--- src/rtl/decoder_38.sv ---
// decoder_38 -- 3-to-8 one-hot decoder behind a 2-entry ready/valid FIFO.
//
// Each accepted {en, code} pair is queued. The head entry is presented on vec
// as a one-hot vector, or as all zeros when its enable bit was clear. There is
// no bypass path in either direction. in_ready depends only on the registered
// level and on rst. out_valid depends only on the registered level.
//
// Ports:
//   clk        in   clock, rising edge
//   rst        in   asynchronous, active-high reset; empties the FIFO at once
//   in_valid   in   upstream offers {en, code}
//   in_ready   out  FIFO has space (level != 2) and not in reset
//   code[2:0]  in   binary index to decode
//   en         in   decode enable, stored with code
//   out_valid  out  FIFO not empty
//   out_ready  in   downstream takes the head entry
//   vec[7:0]   out  one-hot decode of the head entry (zero if en=0 or empty)
//   level[1:0] out  FIFO occupancy, 0..2
//   xfer_cnt   out  16-bit count of output handshakes, wraps; present only
//                   when DECODER_38_STAT_EN is defined
//
// Optional feature macro: DECODER_38_STAT_EN

module decoder_38 (
  input  logic        clk,
  input  logic        rst,
  input  logic        in_valid,
  output logic        in_ready,
  input  logic [2:0]  code,
  input  logic        en,
  output logic        out_valid,
  input  logic        out_ready,
  output logic [7:0]  vec,
`ifdef DECODER_38_STAT_EN
  output logic [15:0] xfer_cnt,
`endif
  output logic [1:0]  level
);

  // Storage entry layout: {en, code[2:0]}
  logic [3:0] r_mem [2];
  logic       r_wptr;
  logic       r_rptr;
  logic [1:0] r_level;

  logic       w_push;
  logic       w_pop;
  logic [3:0] w_head;

  function automatic logic [7:0] f_decode(input logic [3:0] entry);
    return entry[3] ? (8'h01 << entry[2:0]) : 8'h00;
  endfunction

  assign in_ready  = (r_level != 2'd2) && !rst;
  assign out_valid = (r_level != 2'd0);
  assign level     = r_level;

  assign w_push = in_valid && in_ready;
  assign w_pop  = out_valid && out_ready;
  assign w_head = r_mem[r_rptr];

  // The storage contents do not matter when empty, because vec is gated by
  // out_valid.
  assign vec = out_valid ? f_decode(w_head) : 8'h00;

  // Control state: pointers and occupancy
  always_ff @(posedge clk or posedge rst) begin
    if (rst) begin
      r_wptr  <= 1'b0;
      r_rptr  <= 1'b0;
      r_level <= 2'd0;
    end else begin
      if (w_push) r_wptr <= ~r_wptr;
      if (w_pop)  r_rptr <= ~r_rptr;
      r_level <= r_level + {1'b0, w_push} - {1'b0, w_pop};
    end
  end

  // Data storage is not reset. w_push is already blocked while rst is high.
  always_ff @(posedge clk) begin
    if (w_push) r_mem[r_wptr] <= {en, code};
  end

`ifdef DECODER_38_STAT_EN
  logic [15:0] r_xfer_cnt;

  always_ff @(posedge clk or posedge rst) begin
    if (rst)        r_xfer_cnt <= 16'h0000;
    else if (w_pop) r_xfer_cnt <= r_xfer_cnt + 16'h0001;
  end

  assign xfer_cnt = r_xfer_cnt;
`endif

endmodule

--- config.mk ---
export PLATFORM = sky130hd
export DESIGN_NAME = decoder_38
export DESIGN_NICKNAME = d
export VERILOG_FILES = /design/src/rtl/decoder_38.sv
export SDC_FILE = /design/constraint.sdc
export NUM_CORES = 1
export LEC_CHECK = 0
export CORE_MARGIN = 10
export CORE_UTILIZATION = 43
export CTS_CLUSTER_DIAMETER = 50
export DETAILED_ROUTE_END_ITERATION = 10
export MAX_ROUTING_LAYER = met4
export PLACE_DENSITY = 0.86
export SYNTH_ARGS = -nofsm -noshare
export SYNTH_HDL_FRONTEND = slang
export SYNTH_SLANG_ARGS = --single-unit
--- constraint.sdc ---
create_clock -name clk -period 2.2 [get_ports clk]
set_input_delay 0.44 -clock clk [delete_from_list [all_inputs] [get_ports clk]]
set_output_delay 0.44 -clock clk [all_outputs]
set_load 0.02 [all_outputs]
Yosys cells after proc, flatten, opt, wreduce, memory -nomap -nowiden
Memory sizes are Yosys's and may differ from the RTL's.
Cells that the tools add are included.
{"block": "classes", "n_addsub": 2, "n_eq_ne": 1, "shifts": 1, "muxes": 4, "bitwise_logic": 2, "n_reduce_logical": 5}
{"cell": "2-to-1 mux 8 bit", "n": 2}
{"cell": "left shift 1 x 3 -> 8 bit (first input constant)", "n": 1}
{"cell": "logical AND 1 bit", "n": 3}
{"cell": "adder 2 x 1 -> 2 bit", "n": 1}
{"cell": "2-to-1 mux 1 bit", "n": 2}
{"cell": "inequality test 2 bit (second input constant)", "n": 1}
{"cell": "NOT 1 bit", "n": 2}
{"cell": "nonzero test 2 bit", "n": 1}
{"cell": "subtractor 2 x 1 -> 2 bit", "n": 1}
{"cell": "logical NOT 1 bit", "n": 1}
{"block": "totals", "register_bits": 4, "mem_bits_rw": 8, "input_bits": 8, "output_inout_bits": 12, "wordCells": 19, "n_memories": 1}
{"name": "r_mem", "depth": 2, "width": 4, "read_ports": 1, "rd_ports_with_merged_regs": 0, "wr": 1, "line_no": "41", "source": "logic [3:0] r_mem [2];"}

Depth between registers and ports, before layout
{"block": "depth", "word_depth": 5, "depth_mapped": 7, "ltp_nobuf": 7}

Least setup slack after synthesis
No wires, ideal clock.
{"block": "synth_timing", "path_type": "flip-flop to flip-flop", "startpoint": "register r_level[1], in the netlist level[1]", "endpoint": "register r_level[1], in the netlist level[1]", "setup_ns": 0.131, "t_arrival_ns": 1.681, "required_ns": 2.069, "path_slack_ns": 0.388, "path_stages_with_launch": 8, "period_less_slack_ns": 1.812, "path_cell_list": "dfrtp_1 or2_4 and2_4 ha_1 inv_1 ha_1 xnor2_1 xnor2_1"}
{"item": "start, declared", "line_no": "44", "source": "logic [1:0] r_level;"}
{"item": "start signal, assigned", "line_no": "75", "source": "r_level <= r_level + {1'b0, w_push} - {1'b0, w_pop};"}
{"item": "nonzero test 2 bit", "line_no": "55", "source": "assign out_valid = (r_level != 2'd0);"}
{"item": "via out_valid", "line_no": "31", "source": "output logic out_valid,"}
{"item": "logical AND 1 bit", "line_no": "59", "source": "assign w_pop = out_valid && out_ready;"}
{"item": "via w_pop", "line_no": "47", "source": "logic w_pop;"}
{"item": "subtractor 2 x 1 -> 2 bit", "line_no": "75"}
The timed path passes the listed nets, and every way through them passes these cells.
A chain may end at the register's enable or synchronous reset.

Worst setup path after layout
{"block": "layout_timing", "startpoint": "register r_rptr", "endpoint": "output vec[1]"}
{"block": "layout_between", "elab_chain_cells": 4}
{"item": "start, declared", "line_no": "43", "source": "logic r_rptr;"}
{"item": "start signal, assigned", "line_no": "74", "source": "if (w_pop) r_rptr <= ~r_rptr;"}
{"item": "memory (2 x 4 bit) *"}
{"item": "left shift 1 x 3 -> 8 bit", "line_no": "51", "source": "return entry[3] ? (8'h01 << entry[2:0]) : 8'h00;"}
{"item": "2-to-1 mux 8 bit *", "line_no": "51"}
{"item": "2-to-1 mux 8 bit *", "line_no": "64", "source": "assign vec = out_valid ? f_decode(w_head) : 8'h00;"}
{"item": "end, declared", "line_no": "33", "source": "output logic [7:0] vec,"}
Every way passes the cells marked *; elsewhere a longest branch is shown, timed or not.

==> summary.md <==
| Metric | Value |
|---|---|
| Dpl hpwl | `1060 µm` |
| Simple-gate area share of the yosys netlist | `between 10% and 20%` |
| Outcome | `complete, no violations` |
| Largest family of logic cells by synthesized area | `simple AND/OR/NAND/NOR gates` |
| Max H-tree Level | `1` |
| Routed WL | `around 1300 µm` |
| Worst-margin pin slew | `~330 ps` |
| Routability cong. | `0.749` |
| Ant diodes | `0` |
| Top post-synthesis cells by area | `edfxtp_1 (39%), dfrtp_1 (16%), nor2_1 (6.6%), xnor2_1 (4.2%), ha_1 (4.0%)` |
| Buffer depth of the longest clock path | `2` |
| Antenna-violating nets left | `0` |
| Met2 usage | `14.0%` |
| Tot Pwr | `a little under 1 mW` |
| Crit. End Element | `primary output` |
| Initial Util | `between 40 and 50%` |
| Grt peak-use layer | `met2` |
| Worst setup SP type | `flop` |
| Min-Delay Path Class | `in2async` |
| Pleak | `0.379 nW` |
| Avg WL per Cell | `14.2 µm` |
| Pin count of the biggest net entering global routing | `10` |
| Setup violators final | `0` |
| Mux cell area share after synthesis | `4.23%` |
| CTS Hold Bufs | `0` |
| Post-synthesis compound-gate area fraction | `8.25%` |
| Area after DPL | `835 µm²` |
| Syn avg cell area | `12.2 µm²` |
| Final #Nets | `87` |
| GRT overflow | `0` |
| Share of layout cells above drive strength 1 | `19.7%` |
| Via count | `456` |
| Max_cap viols | `0` |
| CP required | `1760 ps` |
| Die Wd | `58.0 µm` |
| Synth Area in XOR/XNOR | `under 10%` |
| Clock Skew | `6.88 ps` |
| Asr flop ratio synth | `between 30% and 40%` |
| Most common cell in the netlist | `nor2_1` |
| Skew-Pair Late Insertion Delay | `260 ps` |
| Clk slew on worst S/H paths | `70 ps` |
| Final min period | `2110 ps` |
| CTS tree | `done` |
| Vias per std cell | `5.01` |
| Clock sink count | `12` |
| Seq/Total Area, Yosys | `a little over half` |
| Num rows | `13` |
| DIE HEIGHT | `slightly below 60 µm` |
| Synthesized flop and latch total | `12` |
| Area Overhead vs Synth | `38.6%` |
| Tcrit/Tclk final | `96.0%` |
| Syn. warnings | `0` |
| Synth top cells by count | `nor2_1 (11), edfxtp_1 (8), inv_1 (5)` |
| Slew margin rel. | `78.1%` |
| Mapped cell area | `622 µm²` |
| Mapped Cells | `51` |
| Top cell type's share of synthesized area | `38.6%` |
| Unrepaired setup endpoints after global routing | `false` |
| Met1 usage | `around 7.9%` |
| Grt met3 use | `3.92%` |
| Final-report hold violation count | `0` |
| Fmax | `0.473 GHz` |
| Cts bufs inserted | `3` |
| Clk root buf | `clkbuf_4` |
| Core ar. | `about 1300 µm²` |
| Setup_tns | `0 ps` |
| Gr usage total | `8.34%` |
| Post-synth top flop | `edfxtp_1` |
| DRC | `0` |
| Fin util | `64.6%` |
| Synth area leader | `edfxtp_1` |
| Kind of critical path | `reg2out` |
| Post-synth EDFFs | `8` |
| Drt first pass iters | `4` |
| Post-synth net total | `61` |
| Peak supply drop | `0.664 mV` |
| DIE AREA | `approximately 3400 µm²` |
| Design area | `862 µm²` |
| Ports | `20` |
| DR iter-0 viols | `17` |
| Post-Synth Adder-Cell Area | `4.02%` |
| Arr. time, crit path | `between 1500 and 2000 ps` |
| Vias in the first global route | `~460` |
| Pins Over Slew Limit | `0` |
| Pwr/cell area | `1150 nW/µm²` |
| First-pass GRT wire length | `2080 µm` |
| Yosys cell types | `24` |
| Initial antenna violation count | `0` |
| Critical-path maximum fanout | `9` |
| Buffers on Ports | `19` |
==> stage by stage <==
stage / hold slack (ps) / cells / setup WS (ps)
after detailed placement: 484 / 86 / 64.1
after CTS: 447 / 90 / 26.6
after global placement: 478 / 86 / 108
final: 461 / 91 / 86.9
after floorplan: 230 / 51 / 388
after global routing: 462 / 91 / 10.2
==> per-layer routing <==
metal  routed length (µm)  vias to the layer above
met5                    0                        -
met4                   27                        0
met3                   55                        4
met2                  702                       15
met1                  503                      207
li1                     -                      230
==> what timing repair did <==
item,CTS,global route
resized for setup,8,3
buffers inserted,0,1
setup endpoints to repair,8,4
==> layout make-up <==
type                       instances  area (µm²)
clock buffer                       3        22.5
timing repair buffer              22         206
sequential                        12         340
inverter                           5        18.8
fill                             113         472
clock inverter                     1        3.75
tap                               15        18.8
multi-input combinational         33         251
==> state kept, by name, indices dropped and copies added (netlist names) <==
| signal | count |
|---|---|
| r_wptr | 1 |
| r_mem | 8 |
| level | 2 |
| r_rptr | 1 |
==> worst max-delay path, cell delays in order, from the launching register on <==
cell	delay, ps
dfrtp_1	420
buf_4	180
o32a_2	370
nor2_1	110
clkdlybuf4s15_1	320
==> worst paths after layout <==
| kind | cells past startpoint | to | slack, ps | from |
|---|---|---|---|---|
| min in group clk | 1 | r_wptr | 490 | r_wptr |
| max in group asynchronous | 3 | level[1] | 1630 | rst |
| worst min register to register | 1 | r_wptr | 490 | r_wptr |
| worst min-delay path | 3 | level[0] | 460 | rst |
| worst max-delay path | 4 | vec[1] | 90 | r_rptr |
| worst max register to register | 7 | level[1] | 460 | level[1] |
==> kinds of logic after synthesis <==
family | count (synthesis)
AND/OR/NAND/NOR | 19
adder cells (fa/ha/maj) | 2
multiplexers | 2
buffers and inverters | 6
AO/OA/AOI/OAI | 6
XOR/XNOR | 4
flip-flops | 12
==> layout by cell type (no fill, tap or decap), types with 2 or more instances in the layout <==
master           synthesis  layout
xnor2_1                  3       3
buf_4                    0       3
clkdlybuf4s50_1          0      11
edfxtp_1                 8       8
ha_1                     2       2
inv_1                    5       5
clkbuf_4                 0       3
dfrtp_1                  4       4
nor2_1                  11      11
clkdlybuf4s15_1          0       3
dlygate4sd2_1            0       5
==> where the power goes <==
group          internal (mW)  switching, mW  total (mW)
registers              0.304         0.0565       0.361
logic                  0.251          0.250       0.501
clock network         0.0655         0.0625       0.128
total                  0.621          0.369       0.990
No activity file was read; power rests on OpenSTA's default activity.
